## src/rtl/aud_pkg.sv

```systemverilog
// Shared constants, state encoding and parity helper for the AES-style subframe packer.
package aud_pkg;

  localparam logic [3:0] PRE_Z = 4'h1;
  localparam logic [3:0] PRE_X = 4'h2;
  localparam logic [3:0] PRE_Y = 4'h3;

  localparam int BLOCK_LEN_DEF = 192;

  localparam int SF_PRE_LSB = 0;
  localparam int SF_AUD_LSB = 4;
  localparam int SF_V_BIT   = 28;
  localparam int SF_U_BIT   = 29;
  localparam int SF_C_BIT   = 30;
  localparam int SF_P_BIT   = 31;

  typedef enum logic [1:0] {
    S_IDLE  = 2'd0,
    S_LEFT  = 2'd1,
    S_RIGHT = 2'd2
  } aud_state_e;

  function automatic logic aud_parity(input logic [31:0] word);
    return ^word[30:4];
  endfunction

endpackage

```

## src/rtl/axis_aud_packer.sv

```systemverilog
// Packs stereo PCM pairs into left/right AES-style subframes and tracks the channel-status block.
// Optional macro AUD_PACKER_SILENCE_EN inserts V=1 silence pairs when the PCM input runs dry.
module axis_aud_packer
  import aud_pkg::*;
#(
  parameter int DATA_W    = 24,
  parameter int BLOCK_LEN = BLOCK_LEN_DEF
) (
  input  logic                s_axis_aud_aclk,
  input  logic                s_axis_aud_aresetn,
  input  logic                cfg_enable,
  input  logic [31:0]         cfg_cs_word,
  input  logic [2*DATA_W-1:0] s_axis_pcm_tdata,
  input  logic                s_axis_pcm_tvalid,
  output logic                s_axis_pcm_tready,
  output logic [31:0]         m_axis_aud_tdata,
  output logic [2:0]          m_axis_aud_tid,
  output logic                m_axis_aud_tvalid,
  input  logic                m_axis_aud_tready,
  output logic [7:0]          frame_idx
`ifdef AUD_PACKER_SILENCE_EN
  ,
  output logic [15:0]         underrun_cnt
`endif
);

  localparam logic [7:0] FRAME_LAST = 8'(BLOCK_LEN - 1);

  aud_state_e        state_q, state_d;
  logic [31:0]       tdata_q, tdata_d;
  logic [2:0]        tid_q, tid_d;
  logic [DATA_W-1:0] r_smp_q, r_smp_d;
  logic              v_q, v_d;
  logic              c_q, c_d;
  logic [7:0]        frame_idx_q, frame_idx_d;
  logic [7:0]        frame_inc, frame_nxt;
  logic              m_hs, pcm_hs, load_sil, load_pair;
  logic [DATA_W-1:0] l_smp, r_smp;

  function automatic logic [31:0] build_sub(input logic [3:0] pre, input logic [DATA_W-1:0] smp,
                                            input logic v, input logic c);
    logic [31:0] w;
    w = '0;
    w[SF_PRE_LSB +: 4]  = pre;
    w[SF_AUD_LSB +: 24] = 24'(smp) << (24 - DATA_W);
    w[SF_V_BIT]         = v;
    w[SF_U_BIT]         = 1'b0;
    w[SF_C_BIT]         = c;
    w[SF_P_BIT]         = aud_parity(w);
    return w;
  endfunction

  function automatic logic cs_bit(input logic [31:0] cs, input logic [7:0] f);
    return (f[7:5] == 3'd0) ? cs[f[4:0]] : 1'b0;
  endfunction

  assign m_hs              = m_axis_aud_tvalid && m_axis_aud_tready;
  assign s_axis_pcm_tready = cfg_enable &&
                             (state_q == S_IDLE || (state_q == S_RIGHT && m_axis_aud_tready));
  assign pcm_hs            = s_axis_pcm_tready && s_axis_pcm_tvalid;
`ifdef AUD_PACKER_SILENCE_EN
  assign load_sil = cfg_enable && (state_q == S_IDLE) && !s_axis_pcm_tvalid;
`else
  assign load_sil = 1'b0;
`endif
  assign load_pair = pcm_hs || load_sil;

  always_ff @(posedge s_axis_aud_aclk or negedge s_axis_aud_aresetn) begin
    if (!s_axis_aud_aresetn) state_q <= S_IDLE;
    else                     state_q <= state_d;
  end

  always_comb begin
    state_d = state_q;
    unique case (state_q)
      S_IDLE:  if (load_pair) state_d = S_LEFT;
      S_LEFT:  if (m_hs)      state_d = S_RIGHT;
      S_RIGHT: if (m_hs)      state_d = load_pair ? S_LEFT : S_IDLE;
      default:                state_d = S_IDLE;
    endcase
  end

  // A pair loaded in the same cycle as the right handshake belongs to the next frame.
  always_comb begin
    frame_inc   = (frame_idx_q == FRAME_LAST) ? 8'd0 : frame_idx_q + 8'd1;
    frame_nxt   = (state_q == S_RIGHT && m_hs) ? frame_inc : frame_idx_q;
    frame_idx_d = (state_d == S_IDLE && !cfg_enable) ? 8'd0 : frame_nxt;
    l_smp       = load_sil ? '0 : s_axis_pcm_tdata[DATA_W-1:0];
    r_smp       = load_sil ? '0 : s_axis_pcm_tdata[2*DATA_W-1:DATA_W];
    tdata_d     = tdata_q;
    tid_d       = tid_q;
    r_smp_d     = r_smp_q;
    v_d         = v_q;
    c_d         = c_q;
    if (load_pair) begin
      c_d     = cs_bit(cfg_cs_word, frame_nxt);
      v_d     = load_sil;
      r_smp_d = r_smp;
      tid_d   = 3'd0;
      tdata_d = build_sub((frame_nxt == 8'd0) ? PRE_Z : PRE_X, l_smp, load_sil, c_d);
    end else if (state_q == S_LEFT && m_hs) begin
      tid_d   = 3'd1;
      tdata_d = build_sub(PRE_Y, r_smp_q, v_q, c_q);
    end
  end

  always_ff @(posedge s_axis_aud_aclk or negedge s_axis_aud_aresetn) begin
    if (!s_axis_aud_aresetn) begin
      tdata_q     <= '0;
      tid_q       <= '0;
      r_smp_q     <= '0;
      v_q         <= 1'b0;
      c_q         <= 1'b0;
      frame_idx_q <= '0;
    end else begin
      tdata_q     <= tdata_d;
      tid_q       <= tid_d;
      r_smp_q     <= r_smp_d;
      v_q         <= v_d;
      c_q         <= c_d;
      frame_idx_q <= frame_idx_d;
    end
  end

`ifdef AUD_PACKER_SILENCE_EN
  logic [15:0] underrun_q, underrun_d;

  always_comb begin
    underrun_d = underrun_q;
    if (load_sil && underrun_q != 16'hFFFF) underrun_d = underrun_q + 16'd1;
  end

  always_ff @(posedge s_axis_aud_aclk or negedge s_axis_aud_aresetn) begin
    if (!s_axis_aud_aresetn) underrun_q <= '0;
    else                     underrun_q <= underrun_d;
  end

  assign underrun_cnt = underrun_q;
`endif

  assign m_axis_aud_tvalid = (state_q != S_IDLE);
  assign m_axis_aud_tdata  = tdata_q;
  assign m_axis_aud_tid    = tid_q;
  assign frame_idx         = frame_idx_q;

endmodule

```

## config.mk

```make
export PLATFORM = sky130hd
export DESIGN_NAME = axis_aud_packer
export DESIGN_NICKNAME = d
export VERILOG_FILES = /design/src/rtl/aud_pkg.sv /design/src/rtl/axis_aud_packer.sv
export SDC_FILE = /design/constraint.sdc
export NUM_CORES = 1
export LEC_CHECK = 0
export BUFFER_PORTS_ARGS = -buffer_cell sky130_fd_sc_hd__buf_4
export CORE_ASPECT_RATIO = 2
export CORE_MARGIN = 2
export CORE_UTILIZATION = 50
export CTS_BUF_LIST = sky130_fd_sc_hd__clkbuf_16
export CTS_CLUSTER_SIZE = 16
export DETAILED_ROUTE_END_ITERATION = 8
export PLACE_DENSITY = 0.78
export SLEW_MARGIN = 10
export SYNTH_ARGS = -nofsm -noshare
export SYNTH_HDL_FRONTEND = slang
export SYNTH_SLANG_ARGS = --single-unit
```

## constraint.sdc

```tcl
create_clock -name s_axis_aud_aclk -period 5.45 [get_ports s_axis_aud_aclk]
set_input_delay 0.545 -clock s_axis_aud_aclk [delete_from_list [all_inputs] [get_ports s_axis_aud_aclk]]
set_output_delay 0.545 -clock s_axis_aud_aclk [all_outputs]
set_load 0.02 [all_outputs]
```

==> out/metrics.cfg <==
[floorplanning]
coreArea_sq_um=7890
die-area_sq_um=8900
initial_core_util_pct=51.5
ios=130
die_w_um=67.7
die_h_um=131
rows=46

[sta]
rsz0062_at_grt=false
setup_violations=0
hold_ws_ns=0.290
hold_viol=0
fin_ws_ns=2.21
fin_skew_ns=0.00563
slew_violations=0
timing.setup.tns_ns=0
fmax_mhz=308
min_period_over_period_pct=59.5
worstMarginPinSlew_ns=1.19
slew_headroom_pct=20.7
period_minus_slack_ns=3.24

[pwr]
netSwitchingFraction_pct=38.4
seqPwrFrac_pct=31.2
p_leak_nw=2.61
ir_worst_vdd_mv=0.318
clkPwrFrac_pct=22.8
p_comb_share_pct=46.0
p_int_mw=1.65
p_switching_mw=1.03
power.density_nw_per_um2=510

[clock_tree]
cts_buffers=9
clk-insertion-delay-late_ns=0.33
cts-resized-gates=0
cts_sinks=64
htreeDepth=3
root_buffer=clkbuf_16
clkSlewWorstSetupHoldPaths_ns=0.06
cts.hold.buffers_added=0
clockBufferDepth=2
post_cts_buffers=0
tritoncts=built

[placed_design]
place_inst=669
post-place-ws_ns=2.18
io_buffer_count=123
hpwl_um=8730
gp_congestion=0.940
place_area_sq_um=4950

[synth]
netlist_instances=480
yosysTopAreaCellShare_pct=39.5
synth.cell_area_sq_um=4060
synth_area_leader_cell=dfrtp_1
ys_seq_area_share_pct=39.5
synth_common_cells=137 x nand2_1, 64 x dfrtp_1, 42 x xnor2_1, 40 x nor2_1, 29 x a31oi_1
synth_edf_count=0
syn_avg_cell_area_sq_um=8.46
ys.flop_type=dfrtp_1
synth_async_sr_flop_share_pct=100
synth_area_leaders=dfrtp_1 39%, nand2_1 13%, xnor2_1 9.1%
synth-seq-cells=64
synthMostInstantiatedCell=nand2_1
yosys_warnings=0
synth_cell_type_count=58

[layout]
drive_gt1_share_pct=26.0
nFillCells=685
area_growth_pct=29.8
diodes=0
finalNetCount=670
finalInstanceArea_sq_um=5270
stdcell_count=685

[setup_path]
r2r_slack_ns=2.21
r2r_cells=7
worstPathCellList=and3b_1, o21a_1, and2_1, a21oi_1, a21oi_1, nor3_2, a2111oi_0
cp-end-kind=flip-flop
cp_max_fo=31
criticalPathCategory=reg2reg
critical_path_required_ns=5.64
crit_start=state_q[1]
critical_path_arrival_ns=3.43
r2r-end=frame_idx[5]
crit_end=frame_idx[5]
crit_path_frequent_cell=a21oi_1
crit-reg2reg-launch=state_q[1]
worst_setup_path_start_kind=flip-flop
crit_slowest_cell=and2_1
max_stage_delay_ns=0.86

[global_route]
antenna_found_initial=0
grt_overflow=0
grt_pass1_vias=4047
grt_usage_pct=28.8
grt_max_degree=65
grt_pass1_wl_um=19400

[route]
ant_nets=0
vias_per_cell=5.75
vias=3937
wire_per_inst_um=17.3
first_iter_violations=240
wirelength_um=11900
dr.pass1.iters=5
drc=0

[run]
drv_cap=0

[min_path]
hold_path.class=in2async

[run_status]
outcome=complete, no violations

-- registers in the layout (all words and copies together) (netlist names) --
register          flops
m_axis_aud_tid        1
r_smp_q              24
c_q                   1
m_axis_aud_tdata     28
state_q               2
frame_idx             8
-- layer usage --
| layer | track usage (%) | wire, um |
|---|---|---|
| met2 | 49.6 | 6570 |
| met5 | 0 | 0 |
| met1 | 30.1 | 4020 |
| met4 | 17.5 | 593 |
| met3 | 6.51 | 696 |
-- logic make-up (layout without fill, tap and decap cells) --
kind of cell	Yosys count	count (layout)	synth area share [%]
AND/OR/NAND/NOR	220	220	24.4
AO/OA/AOI/OAI	79	79	13.8
flip-flops	64	64	39.5
XOR/XNOR	51	51	11.2
buffers and inverters	44	148	5.36
multiplexers	20	20	5.30
adder cells (fa/ha/maj)	1	1	0.308
other	1	6	0.0924
-- area by class of cell --
| type | instances | area (sq um) | area share [%] |
|---|---|---|---|
| repair buffers | 124 | 931 | 17.7 |
| multi-input cells | 377 | 2260 | 43.0 |
| clock buffers | 9 | 225 | 4.28 |
| flip-flops and latches | 64 | 1600 | 30.4 |
| inverters | 8 | 30.0 | 0.570 |
| well taps | 96 | 120 | 2.28 |
| clock inverters | 7 | 96.3 | 1.83 |
-- placed cells by master, fill, tap and decap left out, types with 3 or more instances in the layout --
cell type	Yosys	final
xor2_1	8	8
and2_1	3	3
nor2_1	40	39
o211a_1	5	5
and3_1	4	4
a31oi_1	29	29
or3_1	3	3
nand4_1	5	5
nand3_1	6	6
o211ai_1	5	5
a21oi_1	8	8
buf_4	6	124
clkbuf_16	0	9
nand2_1	137	136
a2111oi_0	3	3
o21ai_0	8	8
a211oi_1	5	5
conb_1	1	6
dfrtp_1	64	64
nor3_1	6	6
mux2i_1	17	17
inv_1	7	7
xnor2_1	42	42
-- critical path: cells and delay by family (launching register included) --
| kind | cells | cell delay (ns) |
|---|---|---|
| DFF | 1 | 0.56 |
| AOI/OAI and AO/OA | 4 | 0.95 |
| and+or+nand+nor | 3 | 1.59 |
-- how the worst min path moves through the flow --
stage | to | cells after the start | startpoint
floorplan | c_q | 0 | s_axis_aud_aresetn
global placement | m_axis_aud_tdata[1] | 1 | m_axis_aud_tdata[1]
detailed placement | m_axis_aud_tdata[0] | 2 | m_axis_aud_tdata[0]
CTS | m_axis_aud_tdata[21] | 1 | s_axis_aud_aresetn
global route | m_axis_aud_tdata[21] | 1 | s_axis_aud_aresetn
finish | m_axis_aud_tdata[21] | 1 | s_axis_aud_aresetn
-- power groups by stage --
stage | logic, mW | registers, mW | clock network, mW
after floorplan | 0.732 | 0.931 | 0
after global routing | 1.35 | 0.861 | 0.645
after CTS | 1.24 | 0.834 | 0.620
after global placement | 1.21 | 0.832 | 0
after detailed placement | 1.23 | 0.840 | 0
final | 1.24 | 0.837 | 0.614
-- stage by stage --
stage	utilization [%]	total power, mW
finish	66.8	2.69
global route	66.8	2.86
CTS	66.8	2.70
detailed placement	62.7	2.07
global placement	62.7	2.04
floorplan	-	1.66
No activity file was read; power rests on OpenSTA's default activity.
